$ cat src/rtl/pmod_i2s_pkg.sv
// pmod_i2s_pkg: state encodings and counter-width helpers for the Pmod I2S frame controller
package pmod_i2s_pkg;
  typedef enum logic [1:0] {IDLE = 2'b00, SHIFT = 2'b01, GAP = 2'b10} state_t;
  function automatic int clog2(input int v);
    int r;
    r = 0;
    while ((1 << r) < v) r++;
    return r;
  endfunction
  function automatic int cnt_w(input int v);
    return clog2(v) > 0 ? clog2(v) : 1;
  endfunction
endpackage

$ cat src/rtl/pmod_piso_shifter.sv
// pmod_piso_shifter: parallel-load, left-shifting register presenting its MSB, clocked on the falling edge
module pmod_piso_shifter #(
  parameter int W = 32
) (
  input  logic         clk,
  input  logic         rst_n,
  input  logic         load,
  input  logic         shift,
  input  logic [W-1:0] din,
  output logic         msb
);
  logic [W-1:0] q;
  always_ff @(negedge clk)
    if (!rst_n) q <= '0;
    else if (load) q <= din;
    else if (shift) q <= {q[W-2:0], 1'b0};
  assign msb = q[W-1];
endmodule

$ cat src/rtl/pmod_i2s_frame_ctrl.sv
// pmod_i2s_frame_ctrl: Pmod DAC serial frame controller; define PMOD_I2S_REPEAT_EN to replay the last sample on underrun
module pmod_i2s_frame_ctrl import pmod_i2s_pkg::*; #(
  parameter int DATA_W  = 16,
  parameter int NUM_CH  = 2,
  parameter int GAP_CYC = 2
) (
  input  logic                       clk_sclk,
  input  logic                       rst_n,
  input  logic                       i2s_en,
  input  logic                       s_valid,
  input  logic [DATA_W*NUM_CH-1:0]   s_data,
  output logic                       s_ready,
  output logic                       cntr_ncs,
  output logic                       cntr_load,
  output logic                       sdata,
  output logic [cnt_w(NUM_CH)-1:0]   ch_idx,
  output logic                       frame_done,
  output logic                       underrun
);
  localparam int TOT = DATA_W * NUM_CH;
  localparam int BW  = cnt_w(DATA_W);
  localparam int CW  = cnt_w(NUM_CH);
  localparam int GW  = cnt_w(GAP_CYC);
  state_t state, next;
  logic [BW-1:0] bit_cnt;
  logic [CW-1:0] ch_cnt;
  logic [GW-1:0] gap_cnt;
  logic [TOT-1:0] load_data;
  logic start, reload, last, msb;
  assign s_ready = rst_n && i2s_en && state == IDLE;
  assign last = state == SHIFT && bit_cnt == '0 && ch_cnt == CW'(NUM_CH - 1);
`ifdef PMOD_I2S_REPEAT_EN
  logic [TOT-1:0] last_s;
  assign reload = s_ready && !s_valid;
  assign load_data = s_valid ? s_data : last_s;
  always_ff @(negedge clk_sclk)
    if (!rst_n) begin
      last_s <= '0;
      underrun <= 1'b0;
    end else begin
      if (s_ready && s_valid) last_s <= s_data;
      underrun <= reload;
    end
`else
  assign reload = 1'b0;
  assign load_data = s_data;
  assign underrun = 1'b0;
`endif
  assign start = (s_ready && s_valid) || reload;
  // the unused 2'b11 encoding falls back to IDLE
  always_comb
    next = state == IDLE  ? (start ? SHIFT : IDLE) :
           state == SHIFT ? (last ? GAP : SHIFT) :
           state == GAP   ? (gap_cnt == '0 ? IDLE : GAP) : IDLE;
  always_ff @(negedge clk_sclk)
    if (!rst_n) begin
      state <= IDLE;
      bit_cnt <= '0;
      ch_cnt <= '0;
      gap_cnt <= '0;
    end else begin
      state <= next;
      if (start) begin
        bit_cnt <= BW'(DATA_W - 1);
        ch_cnt <= '0;
      end else if (state == SHIFT) begin
        bit_cnt <= bit_cnt == '0 ? BW'(DATA_W - 1) : bit_cnt - 1'b1;
        ch_cnt <= last ? '0 : bit_cnt == '0 ? ch_cnt + 1'b1 : ch_cnt;
      end
      gap_cnt <= last ? GW'(GAP_CYC - 1) : state == GAP ? gap_cnt - 1'b1 : gap_cnt;
    end
  pmod_piso_shifter #(.W(TOT)) u_shift (
    .clk(clk_sclk),
    .rst_n(rst_n),
    .load(start),
    .shift(state == SHIFT),
    .din(load_data),
    .msb(msb)
  );
  assign cntr_ncs = state != SHIFT;
  assign cntr_load = state == IDLE;
  assign sdata = state == SHIFT && msb;
  assign ch_idx = state == SHIFT ? ch_cnt : '0;
  assign frame_done = last;
endmodule

$ cat config.mk
export PLATFORM = sky130hd
export DESIGN_NAME = pmod_i2s_frame_ctrl
export DESIGN_NICKNAME = d
export VERILOG_FILES = /design/src/rtl/pmod_i2s_pkg.sv /design/src/rtl/pmod_piso_shifter.sv /design/src/rtl/pmod_i2s_frame_ctrl.sv
export SDC_FILE = /design/constraint.sdc
export NUM_CORES = 1
export LEC_CHECK = 0
export BUFFER_PORTS_ARGS = -buffer_cell sky130_fd_sc_hd__buf_4
export CORE_ASPECT_RATIO = 0.7
export CORE_MARGIN = 2
export CORE_UTILIZATION = 55
export DETAILED_ROUTE_END_ITERATION = 12
export PLACE_DENSITY = 0.81
export SLEW_MARGIN = 20
export SYNTH_ARGS = -nofsm -noshare
export SYNTH_HDL_FRONTEND = slang
export SYNTH_SLANG_ARGS = --single-unit
$ cat constraint.sdc
create_clock -name clk_sclk -period 3.6 [get_ports clk_sclk]
set_input_delay 0.36 -clock clk_sclk [delete_from_list [all_inputs] [get_ports clk_sclk]]
set_output_delay 0.36 -clock clk_sclk [all_outputs]
set_load 0.02 [all_outputs]
==> impl_metrics.tcl, run 1 <==
set metrics [dict create \
    cp_slowest_cell "dfxtp_1" \
    r2r-start "state[0]" \
    drive_gt1_share_pct 22.8 \
    die_y_um 53.2 \
    postLayoutCoreUtil_pct 78.5 \
    r2r_setup_slack_ns 1.92 \
    grt.total_usage_pct 22.2 \
    grt-ovfl-total 0 \
    diodes 0 \
    core_area_sq_mm 0.00323 \
    total_power_mw 1.18 \
    syn_inst 229 \
    min_to "state[1]" \
    antenna_found_initial 0 \
    drc 0 \
    min_from "gap_cnt" \
    reg2reg_depth 7 \
    p_per_area_mw_per_mm2 464 \
    grt_pass1_vias 1760 \
    yosysWarnings 0 \
    hold-worst-slack_ns 0.493 \
    gp_congestion 0.756 \
    ios 43 \
    fp-row-count 17 \
    grt_pass1_wl_mm 6.77 \
    status "finished clean" \
    synth_top_cell_by_area "dfxtp_1" \
    port_buffers 41 \
    hold_class "flop to flop" \
    slew_violations 0 \
    ys_top_cells_by_area "dfxtp_1, o211a_1, nand2_1, nand3_1, buf_6" \
    die_w_um 74.3 \
    crit_arrival_ns 3.17 \
    viasPerCell 5.25 \
    synth_common_cells "nand2_1, dfxtp_1, nand3_1, o211a_1, clkbuf_1" \
    cp_cell_sequence "inv_2, ha_4, nor3b_4, nand3_2, inv_1, buf_6" \
    rsz0062_at_grt "false" \
    met3_usage_pct 7.81 \
    grt_use_met2_pct 36.9 \
    synth.most_common_cell "nand2_1" \
    cts_tree "built" \
    num_vias 1878 \
    synth-edff-count 0 \
    place_area_sq_mm 0.00220 \
    use_met1_pct 25.4 \
    worstSetupPathType "flop to output pin" \
    wl_mm 4.29 \
    total_leakage_power_nw 1.53 \
    ys_seq_area_share_pct 42.0 \
    ant_nets 0 \
    drt-pass1-iter-count 4 \
    clk_latency_ns 0.38 \
    synth.net_count 266 \
    clock_skew_ns 0.0361 \
    dieArea_sq_mm 0.00396 \
    synth-seq-cells 40 \
    nets 347 \
    critPathMaxFanout 3 \
    totalNegativeSetupSlack_ns 0 \
    dp_hpwl_mm 2.50 \
    cts.hold.buffers_added 0 \
    finalHoldViolCount 0 \
    max-cap-violations 0 \
    path_clk_slew_ns 0.03 \
    fillCellCount 235 \
    drt_iter0_drc 95 \
    top_usage_layer "met2" \
    max-vdd-ir-drop_mv 0.373 \
    holdPathStages 2 \
    area_growth_pct 33.2 \
    setup_viol 0 \
    cts_root_buffer "clkbuf_8" \
    slowest_delay_ns 0.32 \
    routedWlPerCell_um 12.0 \
    cp_data_required_time_ns 3.24 \
    synth_top_cell_area_share_pct 42.0 \
    ys_types 31 \
    grt_max_degree 37 \
    r2r_end "bit_cnt[0]" \
    synth_area_sq_mm 0.00190 \
    h-tree-depth 2 \
    cts_sinks 40 \
    async_flop_share_pct 0 \
    clockBufferDepth 2 \
    syn_area_per_cell_sq_um 8.32 \
    synth_flop_cell "dfxtp_1" \
    cts_buffers 5 \
    startpoint_type "flop" \
    final_area_sq_mm 0.00254 \
    start_util_pct 58.9 \
    crit_path_end_kind "output pin" \
]
## what timing repair did
action	4_1_cts	5_1_grt
gates resized for setup	4	4
pin swaps	0	2
endpoints found under the setup margin	1	3
setup buffers	1	6
## critical path: cells and delay by family, from the launching register on
family        cells  cell delay [ns]
flops             1             0.32
fa+ha+maj         1             0.14
buf+inv           3             0.26
simple gates      2             0.30
## routing by layer
layer,vias to the layer above,share of wire (%)
li1,945,-
met3,5,4.6
met1,865,48
met4,0,1.0
met5,-,0
met2,63,46
## through the flow
step / std cells / worst slack (ns)
6_report: 358 / 0.0734
3_3_place_gp: 304 / 0.246
3_5_place_dp: 304 / 0.223
5_1_grt: 358 / 0.00595
4_1_cts: 352 / 0.0107
2_1_floorplan: 229 / 0.289
## flip-flops by register name, indices dropped and copies added (netlist names)
signal	cells
u_shift.q	32
bit_cnt	4
state	2
ch_cnt	1
gap_cnt	1
## how the worst max path moves through the flow
stage | depth (start not counted) | end | slack [ns] | start
floorplan | 5 | frame_done | 0.29 | bit_cnt[0]
global placement | 6 | frame_done | 0.25 | bit_cnt[0]
detailed placement | 6 | frame_done | 0.22 | bit_cnt[0]
CTS | 6 | frame_done | 0.01 | bit_cnt[0]
global route | 6 | frame_done | 0.006 | bit_cnt[1]
finish | 6 | frame_done | 0.07 | bit_cnt[1]
## cell usage in the layout, fill, tap and decap left out, types with 2 or more instances in the layout
cell type / n
nand2_1: 66
buf_4: 54
inv_1: 42
dfxtp_1: 40
nand3_1: 32
o211a_1: 32
clkbuf_8: 5
and3_1: 4
nor2_1: 4
a21boi_1: 3
and2_1: 3
xnor2_1: 2
inv_4: 2
inv_2: 2
o21ai_0: 2
a21oi_1: 2
## layout make-up
class,count,area (sq um),share of cell area (%)
sequential,40,801,31.6
tap,47,58.8,2.32
inverter,4,17.5,0.690
multi-input combinational,164,985,38.8
clock inverter,43,190,7.50
timing repair buffer,55,417,16.4
clock buffer,5,68.8,2.71
## where the power goes
part | leakage, nW | internal, mW | total, mW | switching (mW)
Clock | 0.273 | 0.263 | 0.532 | 0.269
Combinational | 0.933 | 0.0817 | 0.156 | 0.0741
Sequential | 0.327 | 0.473 | 0.490 | 0.0170
Total | 1.53 | 0.818 | 1.18 | 0.361
## cell families (layout without fill, tap and decap cells)
logic type	count (synthesis)	after routing	synth area share [%]
AND/OR/NAND/NOR	117	117	27.9
AO/OA/AOI/OAI	42	42	20.1
flip-flops	40	40	42.1
buffers and inverters	25	107	7.75
XOR/XNOR	3	3	1.38
adder cells (fa/ha/maj)	1	1	0.657
other	1	1	0.197
(Power assumes the default switching activity.)
==> run 2, diff against run 1 <==
==> constraint.sdc (replaced) <==
create_clock -name clk_sclk -period 3.6 [get_ports clk_sclk]
set_input_delay 0.9 -clock clk_sclk [delete_from_list [all_inputs] [get_ports clk_sclk]]
set_output_delay 0.9 -clock clk_sclk [all_outputs]
set_load 0.02 [all_outputs]
==> impl_metrics.tcl, run 2 (same netlist as run 1, synthesis figures left out) <==
set metrics [dict create \
    num_vias 2018 \
    area_growth_pct 43.0 \
    dp_hpwl_mm 2.63 \
    cts_root_buffer "clkbuf_8" \
    max-cap-violations 0 \
    grt_pass1_wl_mm 8.26 \
    largestRegisters "u_shift.q (32), bit_cnt (4), state (2)" \
    drive_gt1_share_pct 28.9 \
    drc 0 \
    die_y_um 53.2 \
    largest_register_ffs 32 \
    crit_path_end_kind "output pin" \
    dieArea_sq_mm 0.00396 \
    clock_skew_ns 0.0253 \
    grt-ovfl-total 0 \
    slew_violations 0 \
    drt_iter0_drc 117 \
    cts_buffers 5 \
    die_w_um 74.3 \
    place_area_sq_mm 0.00231 \
    port_buffers 41 \
    rsz0062_at_grt "true" \
    grt_max_degree 40 \
    nets 361 \
    cp_data_required_time_ns 2.70 \
    start_util_pct 58.9 \
    cts.hold.buffers_added 0 \
    timing.final.ws_setup_ns -0.484 \
    h-tree-depth 2 \
    ant_nets 0 \
    layout.cells.most_common "nand2_1" \
    hold-worst-slack_ns 0.481 \
    gp_congestion 0.773 \
    diodes 0 \
    status "complete, but fails checks" \
    met3_usage_pct 8.38 \
    clockBufferDepth 2 \
    final_cell_mix "nand2_1, buf_4, inv_1" \
    grt_use_met2_pct 49.0 \
    max-vdd-ir-drop_mv 0.421 \
    top_usage_layer "met2" \
    wl_mm 5.24 \
    crit_arrival_ns 3.18 \
    setup_viol 6 \
    grt_pass1_vias 1893 \
    finalHoldViolCount 0 \
    final_area_sq_mm 0.00272 \
    cts_tree "built" \
    routedWlPerCell_um 14.1 \
    startpoint_type "flop" \
    failed_checks "negative setup slack" \
    cts_sinks 40 \
    hold_class "flop to flop" \
    antenna_found_initial 0 \
    clk_latency_ns 0.38 \
    ios 43 \
    total_leakage_power_nw 1.62 \
    viasPerCell 5.42 \
    largest-register "u_shift.q" \
    p_per_area_mw_per_mm2 480 \
    path_clk_slew_ns 0.05 \
    use_met1_pct 30.2 \
    grt.total_usage_pct 27.8 \
    fp-row-count 17 \
    worstSetupPathType "flop to output pin" \
    drt-pass1-iter-count 4 \
    core_area_sq_mm 0.00323 \
    critPathMaxFanout 2 \
]
run 2: cell types whose count changed in the layout (fill, tap and decap cells not counted), sizes merged:
cell,change
buf,+14
clkinvlp,+1
inv,-2
bufinv,+1
run 2: repair_timing:
| item | CTS | global route |
|---|---|---|
| endpoints found under the setup margin | 6 | 6 |
| pin swaps | 5 | 1 |
| gates resized for setup | 17 | 0 |
| buffers inserted | 6 | 4 |
run 2: per-layer routing:
layer  share of wire, %  wire, um  vias up
met1                 41      2150      944
met5                  0         0        -
li1                   -         -      972
met3                5.7       299       16
met4                2.7       142        0
met2                 51      2650       86
run 2: per-stage QoR:
| step | setup TNS [ns] | setup WS, ns | utilization, % | power [mW] | instances |
|---|---|---|---|---|---|
| 5_1_grt | -2.04 | -0.522 | 84.2 | 1.39 | 372 |
| 3_5_place_dp | -0.152 | -0.138 | 71.4 | 0.720 | 315 |
| 6_report | -1.84 | -0.484 | 84.2 | 1.31 | 372 |
| 4_1_cts | -1.75 | -0.424 | 83.3 | 1.29 | 368 |
| 3_3_place_gp | -0.103 | -0.103 | 71.4 | 0.716 | 315 |
| 2_1_floorplan | -0.319 | -0.108 | - | 0.658 | 229 |
run 2: worst paths after layout:
kind | end | slack (ns) | cells past startpoint | startpoint
max | frame_done | -0.48 | 6 | bit_cnt[1]
min | state[1] | 0.48 | 2 | gap_cnt
max reg2reg | bit_cnt[0] | 1.81 | 8 | state[1]
min reg2reg | state[1] | 0.48 | 2 | gap_cnt
run 2: final cells by class:
class / instances / area, sq um
clock buffers: 5 / 68.8
clock inverters: 43 / 215
fillers: 190 / 509
inverters: 4 / 17.5
multi-input cells: 164 / 995
flip-flops and latches: 40 / 808
well taps: 47 / 58.8
repair buffers: 69 / 561
run 2: worst max-delay path, cell delays in order (launching register included):
cell,delay [ns]
dfxtp_2,0.33
inv_2,0.07
ha_4,0.13
nor3b_4,0.19
nand3_2,0.11
inv_2,0.06
buf_6,0.10
run 2: where the power goes:
group          switching, mW  internal, mW  leakage (nW)
combinational         0.0847        0.0981          1.01
sequential            0.0173         0.472         0.329
clock                  0.301         0.334         0.277
